**src/rtl/bidir_shift_serializer.sv**
```systemverilog
// Parallel-in, serial-out transmitter with per-word direction select.
// Feeds the bidirectional shift-register receivers, back-to-back capable.
module bidir_shift_serializer #(
   parameter int WIDTH = 4
) (
   input  logic             clk,
   input  logic             rst,
   input  logic [WIDTH-1:0] din,
   input  logic             din_valid,
   output logic             din_ready,
   input  logic             mode,
   output logic             sout,
   output logic             sout_valid,
   output logic             last,
   output logic             busy
);

   localparam int CW = $clog2(WIDTH + 1);

   typedef enum logic {
      IDLE,
      SHIFT
   } state_t;

   state_t           state_q, state_d;
   logic [WIDTH-1:0] shreg_q, shreg_d;
   logic [CW-1:0]    cnt_q, cnt_d;
   logic             mode_q, mode_d;
   logic             sout_q, sout_d;
   logic             valid_q, valid_d;
   logic             last_q, last_d;
   logic             at_end;
   logic             accept;

   // cnt == WIDTH means the final bit is on sout right now
   assign at_end    = (cnt_q == CW'(WIDTH));
   assign din_ready = !rst && (state_q == IDLE ||
                               (state_q == SHIFT && at_end));
   assign accept    = din_valid && din_ready;

   always_comb begin
      state_d = state_q;
      shreg_d = shreg_q;
      cnt_d   = cnt_q;
      mode_d  = mode_q;
      sout_d  = sout_q;
      valid_d = valid_q;
      last_d  = last_q;
      if (accept) begin
         mode_d  = mode;
         sout_d  = mode ? din[0] : din[WIDTH-1];
         shreg_d = mode ? (din >> 1) : (din << 1);
         cnt_d   = CW'(1);
         valid_d = 1'b1;
         last_d  = 1'b0;
         state_d = SHIFT;
      end else if (state_q == SHIFT) begin
         if (!at_end) begin
            sout_d  = mode_q ? shreg_q[0] : shreg_q[WIDTH-1];
            shreg_d = mode_q ? (shreg_q >> 1) : (shreg_q << 1);
            cnt_d   = cnt_q + CW'(1);
            last_d  = (cnt_q == CW'(WIDTH - 1));
         end else begin
            state_d = IDLE;
            valid_d = 1'b0;
            last_d  = 1'b0;
            sout_d  = 1'b0;
            cnt_d   = '0;
         end
      end
   end

   always_ff @(posedge clk) begin
      if (rst) begin
         state_q <= IDLE;
         shreg_q <= '0;
         cnt_q   <= '0;
         mode_q  <= 1'b0;
         sout_q  <= 1'b0;
         valid_q <= 1'b0;
         last_q  <= 1'b0;
      end else begin
         state_q <= state_d;
         shreg_q <= shreg_d;
         cnt_q   <= cnt_d;
         mode_q  <= mode_d;
         sout_q  <= sout_d;
         valid_q <= valid_d;
         last_q  <= last_d;
      end
   end

   assign sout       = sout_q;
   assign sout_valid = valid_q;
   assign last       = last_q;
   assign busy       = (state_q == SHIFT);

endmodule

```
**config.mk**
```make
export PLATFORM = sky130hd
export DESIGN_NAME = bidir_shift_serializer
export DESIGN_NICKNAME = d
export VERILOG_FILES = /design/src/rtl/bidir_shift_serializer.sv
export SDC_FILE = /design/constraint.sdc
export NUM_CORES = 1
export LEC_CHECK = 0
export ABC_AREA = 1
export ABC_CLOCK_PERIOD_IN_PS = 2700
export BUFFER_PORTS_ARGS = -buffer_cell sky130_fd_sc_hd__buf_2
export CAP_MARGIN = 20
export CORE_AREA = 4 4 41 43
export CTS_CLUSTER_DIAMETER = 200
export DETAILED_ROUTE_END_ITERATION = 12
export DIE_AREA = 0 0 45 47
export GPL_TIMING_DRIVEN = 0
export PLACE_DENSITY = 0.8
export SLEW_MARGIN = 20
export SYNTH_ARGS = -nofsm -noshare
export SYNTH_HDL_FRONTEND = slang
export SYNTH_SLANG_ARGS = --single-unit
```
**constraint.sdc**
```tcl
create_clock -name clk -period 2.7 [get_ports clk]
set_input_delay 0.135 -clock clk [delete_from_list [all_inputs] [get_ports clk]]
set_output_delay 0.135 -clock clk [all_outputs]
set_load 0.02 [all_outputs]
```
==> results.txt, run 1 <==
----------------------------------------------------
[Outcome]
  Run status ... finished, final reports clean

[Power and ir drop]
  Fraction of power consumed by sequential logic ... 0.481
  Portion of total power attributed to combinational logic ... 0.168
  Peak supply drop ... 0.000283 V
  Areal power density over the cells ... 521 nW/um^2
  Pleak ... 0.418 nW
  Proportion of total power due to net switching ... 0.277
  Internal power consumption ... 0.000294 W
  Switching Power ... 0.000113 W
  Clk network pwr share ... 0.350

[Floorplan]
  Die X ... 45 um
  Total die area ... 2120 sq um
  Core area ... 1300 sq um
  Starting utilization of the core area ... 0.512
  Die Ht ... 47 um
  I/O pins ... 13
  Site row count ... 13

[Clock network]
  Total clock buffers created by CTS ... 3
  Clock tree from TritonCTS ... built
  Sink Count ... 12
  Deepest clock path buffer count ... 2
  Root Driver ... sky130_fd_sc_hd__clkbuf_4
  Cells resized by post-CTS repair ... 0
  Deepest level of the CTS H-tree ... 1
  Clk_lat worst skew ... 0.27 ns
  Total of hold buffers inserted after clock tree synthesis ... 0
  Clock transition at the registers of the reported paths ... 0.08 ns
  Number of buffers inserted to repair setup after CTS ... 0

[Global route]
  First-pass GRT wire length ... 2.33 mm
  Pin count of the biggest net entering global routing ... 11
  Combined global-route utilization of all metal layers ... 0.150
  Vias in the first global route ... 558
  Number of antenna violations at the first check in global routing ... 0
  Final global-route overflow total ... 0

[STA]
  Final Setup Violations ... 0
  Final hold violation count ... 0
  Setup repair after global routing missed its margin ... false
  Headroom to the max-slew limit ... 0.846
  Post-route fraction of the period consumed by the critical path ... 0.598
  Worst-case clock skew ... 0.00242 ns
  Peak clock frequency supported by timing ... 619 MHz
  Transition time of the tightest slew-check pin ... 0.231 ns
  Final Max Slew Viols ... 0
  Min Tclk post-route ... 1.61 ns
  Final setup TNS ... 0 ns
  Min Hold Slack ... 0.125 ns

[Run]
  Max-cap violations ... 0

[Worst setup path]
  Data arrival time at the worst-slack endpoint ... 1.48 ns
  Required time at the endpoint of the critical path ... 2.57 ns
  Cells along the critical path ... inv_1, ha_1, nand2_1, nand2_2, buf_6, nand2_1, inv_1, buf_2
  Critical path's largest stage delay ... 0.38 ns
  Category of the critical setup timing path ... reg2out
  Kind of start point of the critical path ... flip-flop
  Reg2reg end ... shreg_q[2]
  Cell depth of the worst flop-to-flop path ... 9
  Kind of capture point of the worst setup path ... output pin
  Number of buffer and inverter instances along the worst setup path ... 4
  Standard cell with the maximum stage delay on the critical path ... sky130_fd_sc_hd__dfxtp_1
  Worst reg-to-reg setup slack ... 1.35 ns
  Startpoint of the lowest-slack register-to-register path ... cnt_q[0]
  Maximum fanout along the worst path ... 10
  Top delay family on crit path ... buffers and inverters

[Placement]
  Placer's final routability congestion estimate ... 0.908
  IO buf count ... 12
  Estimated wirelength of the detail-placed design ... 1.00 mm

[Finish]
  Antenna Diode Count ... 0
  Layout Utilization ... 0.600
  Area growth from synthesis to final layout ... 17.3%
  Number of filler instances in the final layout ... 128
  Fraction of layout instances using a drive strength above 1 ... 0.202
  Number of nets in the layout ... 126

[Synth]
  Average size of a mapped cell ... 6.79 sq um
  Synth unique cells ... 18
  Netlist area before placement ... 666 sq um
  Flops & latches, synth ... 12
  Gate count of the mapped netlist ... 98
  Net Count, Synth ... 109
  YS warnings ... 0
  Register area share after synthesis ... 0.361

[Route]
  Routed vias/inst ... 5.20
  Detailed-route wire length ... 1.32 mm
  Via Count ... 671
  Mean routed wirelength per cell ... 10.2 um
  Antenna violation net count after detailed routing ... 0
  Number of iterations in the first detailed-routing pass ... 4
  First-iteration detailed-routing DRC count ... 20
  DRC ... 0

[Min path]
  Class of the tightest hold or removal check ... in2reg
  Hold Path Cell Cnt ... 2
  Sink of the worst hold path ... busy
  Worst hold path startpoint ... rst

----------------------------------------------------
==> power groups by stage <==
stage | registers (W) | clock network [W] | logic (W)
final | 0.000196 | 0.000143 | 0.0000685
after global routing | 0.000198 | 0.000157 | 0.0000786
after CTS | 0.000196 | 0.000146 | 0.0000688
after detailed placement | 0.000200 | 0 | 0.0000684
after global placement | 0.000199 | 0 | 0.0000679
after floorplan | 0.000203 | 0 | 0.0000424
==> synthesized netlist by cell type <==
cell type	number	area share
sky130_fd_sc_hd__nand2_1	29	0.16
sky130_fd_sc_hd__inv_1	15	0.085
sky130_fd_sc_hd__dfxtp_1	12	0.36
sky130_fd_sc_hd__a21oi_1	6	0.045
sky130_fd_sc_hd__nand3_1	6	0.045
sky130_fd_sc_hd__o211ai_1	5	0.056
sky130_fd_sc_hd__nand4_1	4	0.038
sky130_fd_sc_hd__nor2_1	4	0.023
sky130_fd_sc_hd__ha_1	3	0.056
sky130_fd_sc_hd__inv_2	3	0.017
sky130_fd_sc_hd__o21ai_0	3	0.023
sky130_fd_sc_hd__o21ai_1	2	0.015
sky130_fd_sc_hd__a21boi_1	1	0.011
sky130_fd_sc_hd__buf_4	1	0.011
sky130_fd_sc_hd__buf_6	1	0.017
sky130_fd_sc_hd__nand2_2	1	0.0094
sky130_fd_sc_hd__nand3_2	1	0.015
sky130_fd_sc_hd__o22ai_1	1	0.0094
==> registers in the layout (all words and copies together), names as in the netlist <==
signal      count
last            1
sout            1
sout_valid      1
shreg_q         4
mode_q          1
cnt_q           3
busy            1
==> worst max-delay path by stage <==
stage / startpoint / end / slack [ns] / depth (start not counted)
detailed placement: cnt_q[0] / shreg_q[2] / 1.36 / 9
global placement: cnt_q[0] / shreg_q[2] / 1.37 / 9
finish: cnt_q[0] / din_ready / 1.09 / 8
global route: cnt_q[0] / din_ready / 0.98 / 8
floorplan: cnt_q[0] / shreg_q[0] / 1.47 / 9
CTS: cnt_q[0] / din_ready / 1.07 / 8
==> final cells by class <==
| class | count | area, sq um | share of cell area |
|---|---|---|---|
| tap | 15 | 18.8 | 0.0240 |
| sequential | 12 | 240 | 0.308 |
| multi-input combinational | 66 | 339 | 0.434 |
| clock buffer | 4 | 36.3 | 0.0465 |
| buffer | 2 | 18.8 | 0.0240 |
| inverter | 18 | 67.6 | 0.0865 |
| timing repair buffer | 12 | 60.1 | 0.0769 |
==> metal layers <==
metal / global-route usage / vias up / share of wire
met2: 0.237 / 15 / 0.47
met5: 0 / - / 0
met4: 0.0702 / 0 / 0
met3: 0.0345 / 0 / 0.061
li1: - / 349 / -
met1: 0.194 / 307 / 0.47
==> kinds of logic after synthesis <==
group	Yosys count	synth area share
simple gates	45	0.293
buf+inv	20	0.130
compound gates	18	0.160
flops	12	0.361
fa+ha+maj	3	0.0564
==> metrics by stage <==
| step | power, W | instances | instance area (sq um) | setup WS (ns) |
|---|---|---|---|---|
| global placement | 0.000267 | 125 | 744 | 1.37 |
| finish | 0.000407 | 129 | 781 | 1.09 |
| floorplan | 0.000245 | 98 | 666 | 1.47 |
| global route | 0.000434 | 129 | 781 | 0.978 |
| CTS | 0.000411 | 129 | 781 | 1.07 |
| detailed placement | 0.000268 | 125 | 744 | 1.36 |
==> placed cells by master (no fill, tap or decap) <==
| cell type | synthesis | routed |
|---|---|---|
| sky130_fd_sc_hd__buf_2 | 0 | 12 |
| sky130_fd_sc_hd__nand4_1 | 4 | 4 |
| sky130_fd_sc_hd__buf_6 | 1 | 1 |
| sky130_fd_sc_hd__inv_1 | 15 | 15 |
| sky130_fd_sc_hd__a21oi_1 | 6 | 6 |
| sky130_fd_sc_hd__o21ai_1 | 2 | 2 |
| sky130_fd_sc_hd__nand3_1 | 6 | 6 |
| sky130_fd_sc_hd__clkbuf_8 | 0 | 1 |
| sky130_fd_sc_hd__nand3_2 | 1 | 1 |
| sky130_fd_sc_hd__nand2_2 | 1 | 1 |
| sky130_fd_sc_hd__o22ai_1 | 1 | 1 |
| sky130_fd_sc_hd__clkbuf_4 | 0 | 3 |
| sky130_fd_sc_hd__o21ai_0 | 3 | 3 |
| sky130_fd_sc_hd__buf_4 | 1 | 1 |
| sky130_fd_sc_hd__inv_2 | 3 | 3 |
| sky130_fd_sc_hd__nand2_1 | 29 | 29 |
| sky130_fd_sc_hd__o211ai_1 | 5 | 5 |
| sky130_fd_sc_hd__ha_1 | 3 | 3 |
| sky130_fd_sc_hd__a21boi_1 | 1 | 1 |
| sky130_fd_sc_hd__nor2_1 | 4 | 4 |
| sky130_fd_sc_hd__dfxtp_1 | 12 | 12 |
(Power assumes the default switching activity.)
==> run 2: changes to the inputs <==
--- a/config.mk
+++ b/config.mk
@@ -6,15 +6,15 @@
 export NUM_CORES = 1
 export LEC_CHECK = 0
 export ABC_AREA = 1
-export ABC_CLOCK_PERIOD_IN_PS = 2700
+export ABC_CLOCK_PERIOD_IN_PS = 1600
 export BUFFER_PORTS_ARGS = -buffer_cell sky130_fd_sc_hd__buf_2
 export CAP_MARGIN = 20
-export CORE_AREA = 4 4 41 43
+export CORE_MARGIN = 4
+export CORE_UTILIZATION = 51
 export CTS_CLUSTER_DIAMETER = 200
 export DETAILED_ROUTE_END_ITERATION = 12
-export DIE_AREA = 0 0 45 47
 export GPL_TIMING_DRIVEN = 0
-export PLACE_DENSITY = 0.8
+export PLACE_DENSITY = 0.82
 export SLEW_MARGIN = 20
 export SYNTH_ARGS = -nofsm -noshare
 export SYNTH_HDL_FRONTEND = slang
==> constraint.sdc (replaced) <==
create_clock -name clk -period 1.6 [get_ports clk]
set_input_delay 0.08 -clock clk [delete_from_list [all_inputs] [get_ports clk]]
set_output_delay 0.08 -clock clk [all_outputs]
set_load 0.02 [all_outputs]
==> results.txt, run 2 (same netlist as run 1, synthesis figures left out) <==
----------------------------------------------------
[Route]
  Routed vias/inst ... 5.20 (-0.12%)
  Number of iterations in the first detailed-routing pass ... 4 (unchanged)
  DRC ... 0 (unchanged)
  Mean routed wirelength per cell ... 10.9 um (+6.9%)
  Via Count ... 665 (-0.89%)
  Antenna violation net count after detailed routing ... 0 (unchanged)
  Detailed-route wire length ... 1.40 mm (+6.1%)
  First-iteration detailed-routing DRC count ... 6 (-70%)

[Power and ir drop]
  Pleak ... 0.415 nW (-0.59%)
  Portion of total power attributed to combinational logic ... 0.188 (+0.020)
  Internal power consumption ... 0.000449 W (+53%)
  Clk network pwr share ... 0.289 (-0.061)
  Switching Power ... 0.000186 W (+65%)
  Peak supply drop ... 0.000434 V (+53%)
  Fraction of power consumed by sequential logic ... 0.523 (+0.042)
  Areal power density over the cells ... 819 nW/um^2 (+57%)
  Proportion of total power due to net switching ... 0.292 (+0.0157)

[STA]
  Transition time of the tightest slew-check pin ... 0.240 ns (+0.00935 ns)
  Headroom to the max-slew limit ... 0.840 (-0.00624)
  Final Max Slew Viols ... 0 (unchanged)
  Final hold violation count ... 0 (unchanged)
  Peak clock frequency supported by timing ... 680 MHz
  Setup repair after global routing missed its margin ... false
  Post-route fraction of the period consumed by the critical path ... 0.919
  Final setup TNS ... 0 ns (unchanged)
  Worst-case clock skew ... 0.00941 ns (+0.00699 ns)
  Min Tclk post-route ... 1.47 ns
  Worst setup slack after layout ... 0.130 ns (-0.955 ns)
  Final Setup Violations ... 0 (unchanged)
  Min Hold Slack ... 0.0768 ns (-0.0481 ns)

[Floorplan]
  Starting utilization of the core area ... 0.568 (+0.0568)
  Die Ht ... 44.1 um (-6.1%)
  Site row count ... 12 (-1)
  Die X ... 44.1 um (-1.9%)
  Core area ... 1170 sq um (-10%)
  Total die area ... 1950 sq um (-7.9%)
  I/O pins ... 13 (unchanged)

[Outcome]
  Run status ... finished, final reports clean

[Worst setup path]
  Crit. Startpoint ... cnt_q[0]
  Category of the critical setup timing path ... reg2out
  Critical path's largest stage delay ... 0.35 ns (-0.03 ns)
  Cell depth of the worst flop-to-flop path ... 8 (-1)
  Reg2reg end ... last
  Endpoint of the worst setup timing path ... din_ready
  Kind of start point of the critical path ... flip-flop
  Standard cell with the maximum stage delay on the critical path ... sky130_fd_sc_hd__dfxtp_2
  Required time at the endpoint of the critical path ... 1.52 ns (-1.05 ns)
  Maximum fanout along the worst path ... 10 (unchanged)
  Cells along the critical path ... inv_1, ha_1, nand2_1, nand2_2, buf_6, nand2_1, inv_1, buf_2
  Worst reg-to-reg setup slack ... 0.26 ns (-1.09 ns)
  Data arrival time at the worst-slack endpoint ... 1.39 ns (-0.09 ns)
  Kind of capture point of the worst setup path ... output pin
  Startpoint of the lowest-slack register-to-register path ... cnt_q[0]

[Global route]
  First-pass GRT wire length ... 2.26 mm (-3.3%)
  Pin count of the biggest net entering global routing ... 11 (unchanged)
  Final global-route overflow total ... 0 (unchanged)
  Combined global-route utilization of all metal layers ... 0.159 (+0.00860)
  Number of antenna violations at the first check in global routing ... 0 (unchanged)
  Vias in the first global route ... 555 (-0.54%)

[Clock network]
  Root Driver ... sky130_fd_sc_hd__clkbuf_4
  Total clock buffers created by CTS ... 3 (unchanged)
  Total of hold buffers inserted after clock tree synthesis ... 0 (unchanged)
  Deepest clock path buffer count ... 2 (unchanged)
  Clock tree from TritonCTS ... built
  Deepest level of the CTS H-tree ... 1 (unchanged)
  Clock transition at the registers of the reported paths ... 0.08 ns (about the same)
  Clk_lat worst skew ... 0.27 ns (about the same)
  Sink Count ... 12 (unchanged)

[Finish]
  Number of filler instances in the final layout ... 108 (-16%)
  Final std cells w/o fill ... 128 (-0.78%)
  Flip-flop count of the largest register after layout ... 4 (unchanged)
  Commonest non-fill, non-tap cells in the layout ... sky130_fd_sc_hd__nand2_1 (29), sky130_fd_sc_hd__inv_1 (15), sky130_fd_sc_hd__buf_2 (12)
  Antenna Diode Count ... 0 (unchanged)
  Area growth from synthesis to final layout ... 16.4%
  Biggest regs ... shreg_q: 4 flops, cnt_q: 3 flops
  Number of nets in the layout ... 127 (+0.79%)
  Register with the most flip-flops ... shreg_q
  Post-route cell area ... 774 sq um (-0.80%)
  Fraction of layout instances using a drive strength above 1 ... 0.211 (+0.00877)
  Most common cell after layout, fill and taps aside ... sky130_fd_sc_hd__nand2_1

[Placement]
  Cell area after placement ... 743 sq um (-0.17%)
  IO buf count ... 12 (unchanged)
  Estimated wirelength of the detail-placed design ... 1.04 mm (+4.2%)
  Worst slack after detailed placement ... 0.246 ns (-1.12 ns)
  Placer's final routability congestion estimate ... 0.884 (-2.6%)
  Dpl cells ... 124 (-0.80%)

[Min path]
  Class of the tightest hold or removal check ... in2reg
  Hold Path Cell Cnt ... 2 (unchanged)

[Run]
  Max-cap violations ... 0 (unchanged)

----------------------------------------------------
## run 2: cell count changes in the layout (fill, tap and decap cells not counted), sizes merged
cell	change
buf	+1
clkbuf	-1
## run 2: final cells by class
type / instances / area, sq um / area share
Inverter: 18 / 67.6 / 0.0872
Clock buffer: 3 / 22.5 / 0.0291
Timing Repair Buffer: 13 / 67.6 / 0.0872
Buffer: 2 / 18.8 / 0.0242
Tap cell: 14 / 17.5 / 0.0226
Sequential cell: 12 / 241 / 0.312
Multi-Input combinational cell: 66 / 339 / 0.438
## run 2: worst min path at each step
stage	start	end	slack, ns
detailed placement	rst	busy	0.35
finish	rst	busy	0.08
floorplan	rst	busy	0.15
global route	rst	busy	0.07
CTS	rst	busy	0.06
global placement	rst	busy	0.36
## run 2: per-layer routing
| metal | up-vias | part of all wire | GRT usage |
|---|---|---|---|
| met4 | 0 | 0.0071 | 0.0723 |
| met2 | 14 | 0.47 | 0.262 |
| met5 | - | 0 | 0 |
| met1 | 296 | 0.49 | 0.187 |
| met3 | 2 | 0.036 | 0.0488 |
| li1 | 353 | - | - |
## run 2: per-stage QoR
| stage | util | total power [W] |
|---|---|---|
| 2_1_floorplan | - | 0.000414 |
| 3_3_place_gp | 0.635 | 0.000451 |
| 3_5_place_dp | 0.635 | 0.000453 |
| 4_1_cts | 0.654 | 0.000635 |
| 5_1_grt | 0.661 | 0.000672 |
| 6_report | 0.661 | 0.000634 |
## run 2: worst max-delay path: cells and delay by family, from the launching register on
kind | cells | cell delay (ns)
and+or+nand+nor | 3 | 0.22
adders and majority gates | 1 | 0.18
buffers and inverters | 4 | 0.36
DFF | 1 | 0.35
## run 2: power by group through the flow
stage / registers, W / clock network, W / logic, W
final: 0.000332 / 0.000183 / 0.000120
after global routing: 0.000334 / 0.000203 / 0.000136
after global placement: 0.000336 / 0 / 0.000115
after floorplan: 0.000342 / 0 / 0.0000715
after detailed placement: 0.000337 / 0 / 0.000116
after CTS: 0.000330 / 0.000188 / 0.000116
## run 2: repair_timing
item,4_1_cts,5_1_grt
resized for setup,0,1
setup buffers,0,1
setup endpoints to repair,0,1
